[src/rtl/control_unit_pkg.sv]
// control_unit_pkg
//   Shared encodings for the accumulator-processor sequencer:
//   opcode values, ALU operation codes and the sequencer state enum.
package control_unit_pkg;

    localparam int OPCODE_W = 3;

    localparam logic [OPCODE_W-1:0] OP_NOP = 3'b000;
    localparam logic [OPCODE_W-1:0] OP_LDA = 3'b001;
    localparam logic [OPCODE_W-1:0] OP_STA = 3'b010;
    localparam logic [OPCODE_W-1:0] OP_ADD = 3'b011;
    localparam logic [OPCODE_W-1:0] OP_SUB = 3'b100;
    localparam logic [OPCODE_W-1:0] OP_JMP = 3'b101;
    localparam logic [OPCODE_W-1:0] OP_JZ  = 3'b110;
    localparam logic [OPCODE_W-1:0] OP_HLT = 3'b111;

    localparam logic [1:0] ALU_PASS = 2'b00;
    localparam logic [1:0] ALU_ADD  = 2'b01;
    localparam logic [1:0] ALU_SUB  = 2'b10;

    typedef enum logic [2:0] {
        IDLE   = 3'd0,
        F_ADDR = 3'd1,
        F_READ = 3'd2,
        DECODE = 3'd3,
        EXEC   = 3'd4,
        HALT   = 3'd5
    } state_t;

    // Opcodes that need a second memory access in EXEC.
    function automatic logic is_mem_op(input logic [OPCODE_W-1:0] op);
        return (op == OP_LDA) || (op == OP_STA) || (op == OP_ADD) || (op == OP_SUB);
    endfunction

endpackage

[src/rtl/control_unit_decode.sv]
// control_unit_decode
//   Combinational next-state and strobe decoder for the sequencer.
//   Ports:
//     state_q   current state
//     ir_op     live opcode from the IR (meaningful in DECODE only)
//     op_q      registered opcode copy used in EXEC
//     run, zero, mem_ack   control inputs
//     state_d   next state
//     hir..halted          datapath / memory strobes
//     retire    high in the cycle whose closing edge retires an instruction
//
//   state  | meaning
//   -------+-----------------------------------------------
//   IDLE   | waiting for RUN, all strobes low
//   F_ADDR | load MAR from PC
//   F_READ | instruction read; on ack load IR and bump PC
//   DECODE | act on IR opcode: jump, halt, or set up operand
//   EXEC   | operand read/write; on ack load ACC (not STA)
//   HALT   | HALTED high, sticky until reset
module control_unit_decode
    import control_unit_pkg::*;
(
    input  state_t                state_q,
    input  logic [OPCODE_W-1:0]   ir_op,
    input  logic [OPCODE_W-1:0]   op_q,
    input  logic                  run,
    input  logic                  zero,
    input  logic                  mem_ack,
    output state_t                state_d,
    output logic                  hir,
    output logic                  hpc,
    output logic                  lpc,
    output logic                  sel_mar,
    output logic                  hmar,
    output logic                  mem_rd,
    output logic                  mem_wr,
    output logic                  hacc,
    output logic [1:0]            alu_op,
    output logic                  halted,
    output logic                  retire
);

    always_comb begin
        state_d = state_q;
        hir     = 1'b0;
        hpc     = 1'b0;
        lpc     = 1'b0;
        sel_mar = 1'b0;
        hmar    = 1'b0;
        mem_rd  = 1'b0;
        mem_wr  = 1'b0;
        hacc    = 1'b0;
        alu_op  = ALU_PASS;
        halted  = 1'b0;
        retire  = 1'b0;

        case (state_q)
            IDLE: begin
                if (run) begin
                    state_d = F_ADDR;
                end
            end

            F_ADDR: begin
                hmar    = 1'b1;
                state_d = F_READ;
            end

            F_READ: begin
                mem_rd = 1'b1;
                if (mem_ack) begin
                    hir     = 1'b1;
                    hpc     = 1'b1;
                    state_d = DECODE;
                end
            end

            DECODE: begin
                retire = 1'b1;
                case (ir_op)
                    OP_NOP: state_d = F_ADDR;
                    OP_JMP: begin
                        lpc     = 1'b1;
                        state_d = F_ADDR;
                    end
                    OP_JZ: begin
                        lpc     = zero;
                        state_d = F_ADDR;
                    end
                    OP_HLT: state_d = HALT;
                    default: begin
                        sel_mar = 1'b1;
                        hmar    = 1'b1;
                        state_d = EXEC;
                    end
                endcase
            end

            EXEC: begin
                if (op_q == OP_STA) begin
                    mem_wr = 1'b1;
                end else begin
                    mem_rd = 1'b1;
                end
                if (mem_ack) begin
                    state_d = F_ADDR;
                    case (op_q)
                        OP_LDA: begin
                            hacc   = 1'b1;
                            alu_op = ALU_PASS;
                        end
                        OP_ADD: begin
                            hacc   = 1'b1;
                            alu_op = ALU_ADD;
                        end
                        OP_SUB: begin
                            hacc   = 1'b1;
                            alu_op = ALU_SUB;
                        end
                        default: ;
                    endcase
                end
            end

            HALT: begin
                halted = 1'b1;
            end

            default: begin
                state_d = IDLE;
            end
        endcase
    end

endmodule

[src/rtl/control_unit.sv]
// control_unit
//   Fetch/decode/execute sequencer for the 8-bit accumulator processor.
//   Ports:
//     CLK, RESET_N      clock, async active-low reset
//     RUN               start request (IDLE only)
//     IR_OP             opcode field from the IR
//     ZERO              accumulator-zero flag
//     MEM_ACK           memory completion
//     HIR, HPC, LPC     IR load, PC increment, PC load
//     SEL_MAR, HMAR     MAR source select and load
//     MEM_RD, MEM_WR    memory requests, held until MEM_ACK
//     HACC, ALU_OP      accumulator load and ALU function
//     HALTED            high in HALT
//     INSTR_COUNT       retired-instruction counter (wraps)
module control_unit
    import control_unit_pkg::*;
#(
    parameter int DATA_W = 8,
    parameter int OP_W   = 3,
    parameter int CNT_W  = 16
) (
    input  logic              CLK,
    input  logic              RESET_N,
    input  logic              RUN,
    input  logic [OP_W-1:0]   IR_OP,
    input  logic              ZERO,
    input  logic              MEM_ACK,
    output logic              HIR,
    output logic              HPC,
    output logic              LPC,
    output logic              SEL_MAR,
    output logic              HMAR,
    output logic              MEM_RD,
    output logic              MEM_WR,
    output logic              HACC,
    output logic [1:0]        ALU_OP,
    output logic              HALTED,
    output logic [CNT_W-1:0]  INSTR_COUNT
);

    // The opcode table is fixed at three bits and must fit in the data word.
    if (OP_W != OPCODE_W || OP_W > DATA_W) begin : g_param_check
        $fatal(1, "control_unit: OP_W must be 3 and no wider than DATA_W");
    end

    state_t               state_q;
    state_t               state_d;
    logic [OPCODE_W-1:0]  ir_op;
    logic [OPCODE_W-1:0]  op_q;
    logic [OPCODE_W-1:0]  op_d;
    logic [CNT_W-1:0]     cnt_q;
    logic [CNT_W-1:0]     cnt_d;
    logic                 retire;

    assign ir_op = IR_OP[OPCODE_W-1:0];

    control_unit_decode u_decode (
        .state_q (state_q),
        .ir_op   (ir_op),
        .op_q    (op_q),
        .run     (RUN),
        .zero    (ZERO),
        .mem_ack (MEM_ACK),
        .state_d (state_d),
        .hir     (HIR),
        .hpc     (HPC),
        .lpc     (LPC),
        .sel_mar (SEL_MAR),
        .hmar    (HMAR),
        .mem_rd  (MEM_RD),
        .mem_wr  (MEM_WR),
        .hacc    (HACC),
        .alu_op  (ALU_OP),
        .halted  (HALTED),
        .retire  (retire)
    );

    // The IR is written on the HIR edge, so the new opcode first appears on
    // IR_OP during DECODE. Capturing it there keeps EXEC independent of IR_OP.
    always_comb begin
        op_d = op_q;
        if (state_q == DECODE) begin
            op_d = ir_op;
        end
    end

    always_comb begin
        cnt_d = cnt_q;
        if (retire) begin
            cnt_d = cnt_q + CNT_W'(1);
        end
    end

    always_ff @(posedge CLK or negedge RESET_N) begin
        if (!RESET_N) begin
            state_q <= IDLE;
            op_q    <= OP_NOP;
            cnt_q   <= '0;
        end else begin
            state_q <= state_d;
            op_q    <= op_d;
            cnt_q   <= cnt_d;
        end
    end

    assign INSTR_COUNT = cnt_q;

endmodule

[config.mk]
export PLATFORM = sky130hd
export DESIGN_NAME = control_unit
export DESIGN_NICKNAME = d
export VERILOG_FILES = /design/src/rtl/control_unit_pkg.sv /design/src/rtl/control_unit_decode.sv /design/src/rtl/control_unit.sv
export SDC_FILE = /design/constraint.sdc
export NUM_CORES = 1
export LEC_CHECK = 0
export CAP_MARGIN = 15
export CELL_PAD_IN_SITES_DETAIL_PLACEMENT = 1
export CELL_PAD_IN_SITES_GLOBAL_PLACEMENT = 2
export CORE_UTILIZATION = 27
export CTS_CLUSTER_SIZE = 14
export DETAILED_ROUTE_END_ITERATION = 8
export GPL_TIMING_DRIVEN = 0
export PLACE_DENSITY = 0.81
export SYNTH_ARGS = -nofsm -noshare
export SYNTH_HDL_FRONTEND = slang
export SYNTH_SLANG_ARGS = --single-unit
[constraint.sdc]
create_clock -name CLK -period 1.64 [get_ports CLK]
set_clock_uncertainty 0.05 [all_clocks]
set_input_delay 0.328 -clock CLK [delete_from_list [all_inputs] [get_ports CLK]]
set_output_delay 0.328 -clock CLK [all_outputs]
set_load 0.02 [all_outputs]
==> summary.md <==
| Metric | Value |
|---|---|
| Max frequency | approximately 530 MHz |
| Post-DRT Antenna Nets | 0 |
| Nets | 193 |
| FILL cells | roughly 450 |
| Final setup fails | 11 |
| Leak Pwr | just under 1 nW |
| Die Width | 67.2 um |
| YS warnings | 0 |
| Primary FF master, synth | dfrtp_1 |
| Post-synthesis instance total | 117 |
| DRT iter0 DRCs | 24 |
| EDFF count, synth | 0 |
| CP required | approximately 1300 ps |
| Critical path class | flop to output port |
| Final slew viol count | 0 |
| Commonest non-fill, non-tap cell in the layout | buf_4 |
| Clock latency at the later pin of the worst-skew pair | between 200 and 300 ps |
| Area Overhead vs Synth | 75.2% |
| DRC | 0 |
| Cells after DPL | about 200 |
| Syn avg cell area | between 9 and 10 um2 |
| RD Place Congestion | 0.690 |
| Final wirelength | ~3800 um |
| Clock Pin Slew Worst Setup and Hold Paths | roughly 90 ps |
| Mapped cell area | 1150 um2 |
| Register area share after synthesis | about half |
| Initial antenna violation count | 0 |
| Final Instance Area | about 2000 um2 |
| HPWL after DPL | 2200 um |
| RR Startpoint | state_q[0] |
| Die height | ~67 um |
| Hold path startpoint | IR_OP[1] |
| Max cap viols | 0 |
| Drt wl/cell | 16.4 um |
| Post-route minimum period | roughly 1900 ps |
| Clock Tree Buf Depth | 2 |
| Commonest non-fill, non-tap cells in the layout | buf_4 (27), dfrtp_1 (20), dlygate4sd2_1 (18) |
| Worst reg2reg setup slack | roughly 30 ps |
| Crit start category | flop |
| PwrDens | roughly 1400 nW/um2 |
| Status | finished with violations |
| Syn Nets | roughly 130 |
| Grt total ovfl | 0 |
| Clock buffer count from CTS | 3 |
| Global-route wire length before repair | approximately 5800 um |
| R2R cell count | 8 |
| Largest fanout on the critical path | 4 |
| CTS tree | built |
| Dpl cell area | ~1600 um2 |
| CP Capture Point | ALU_OP[0] |
| Slew HR | 32.2% |
| Failing checks | negative setup slack |
| Layout cells sized above 1 | between 40 and 50% |
| First-pass iteration count of the detailed router | 3 |
| CP startpoint | state_q[0] |
| Unique cell type count in the Yosys netlist | 32 |
| Largest net degree at the start of global routing | 23 |
| Core Rows | 23 |
| Gr usage total | around 17% |
| Vias in the first global route | around 1,100 |
| Synth Register Bits | 22 |
| Core Region | between 4000 and 5000 um2 |
| Place WS | -892 ps |
| Fin. Hold Viols | 0 |
| Root Driver | clkbuf_8 |
| Tcrit/Tclk final | 115% |
| RSZ-0062 raised after global routing | yes |
| Final setup margin | -240 ps |
| Peak supply drop | just over 0.5 mV |
| RR Endpoint | INSTR_COUNT[9] |
| Die area | around 4500 um2 |
| Least-Margin Pin Slew | just over 1000 ps |
| Data arrival, critical path | approximately 1500 ps |
| Htree depth | 1 |
| Mean number of vias per cell | about 4.6 |
| Sinks on Clock Net | 22 |
| Async SR Flop Fraction | between 90% and 100% |
| Number of antenna diodes | 0 |
| Port buffer count | 34 |
| Setup crit end kind | output port |
| Via Count | approximately 1,100 |
| Non-filler cells, final | about 230 |
| Hold Path Class | input port to flop |
| Initial Util | 28.4% |
| Io pins | 35 |
==> cells by family after synthesis <==
family          synth area share, %
xor+xnor                       13.0
simple gates                   29.0
compound gates                 5.13
fa+ha+maj                      1.09
buf+inv                        3.71
flops                          48.0
==> cell type report <==
| type | count | area (um2) | area share, % |
|---|---|---|---|
| inverters | 3 | 15.0 | 0.748 |
| repair buffers | 63 | 572 | 28.5 |
| clock buffers | 4 | 55.1 | 2.74 |
| well taps | 50 | 62.6 | 3.12 |
| plain buffers | 3 | 30.0 | 1.50 |
| flip-flops and latches | 22 | 553 | 27.5 |
| multi-input cells | 88 | 721 | 35.9 |
==> cell usage after synthesis, types with 2 or more instances <==
master / n / area [um2]
nand4_1: 4 / 25.0
a21oi_1: 5 / 25.0
nor2_1: 9 / 33.8
and2_1: 2 / 12.5
xnor2_1: 11 / 96.3
nand2_1: 21 / 78.8
nand2b_1: 5 / 31.3
dfrtp_1: 22 / 551
nand3_1: 5 / 25.0
xor2_1: 6 / 52.6
buf_4: 2 / 15.0
o21ai_0: 2 / 10.0
inv_1: 3 / 11.3
nor2b_1: 2 / 12.5
==> stage by stage <==
stage	power [mW]	setup TNS (ps)	hold slack [ps]	utilization, %
after global routing	3.06	-2410	299	49.8
after detailed placement	1.81	-7750	435	38.8
final	2.87	-1400	270	49.8
after floorplan	1.42	-178	-17.6	-
after CTS	2.62	-1110	268	45.6
after global placement	1.77	-6570	413	38.8
==> how the worst min path moves through the flow <==
stage                            to  depth (start not counted)
floorplan            INSTR_COUNT[0]                          0
global placement    INSTR_COUNT[15]                          1
detailed placement  INSTR_COUNT[15]                          1
CTS                         op_q[1]                          3
global route                op_q[1]                          3
finish                      op_q[1]                          3
==> repair_timing <==
action	in CTS	in global routing
pin swaps	10	8
endpoints found under the hold margin	0	0
hold buffers	0	0
endpoints found under the setup margin	27	20
setup buffers	18	11
gates resized for setup	111	23
==> flip-flops by register name (all words and copies together), names as in the netlist <==
register / flops
INSTR_COUNT: 16
op_q: 3
state_q: 3
==> report_power, final <==
group	internal (mW)	switching (mW)	leakage, nW	total, mW
Sequential	0.673	0.121	0.290	0.794
Clock	0.215	0.190	0.0288	0.404
Combinational	0.851	0.823	0.667	1.67
Total	1.74	1.13	0.986	2.87
==> critical path, cell delays in order (launching register included) <==
cell and delay, ps:
dfrtp_1 380, buf_6 130, nor2b_4 150, nand2_2 90
nor4bb_2 260, buf_2 200
==> routing by layer <==
metal	wire [um]	track usage (%)
met1	1530	21.3
met2	2190	31.8
met3	90	3.38
met4	7	2.39
met5	0	0
Power figures use the tool's default switching activity.
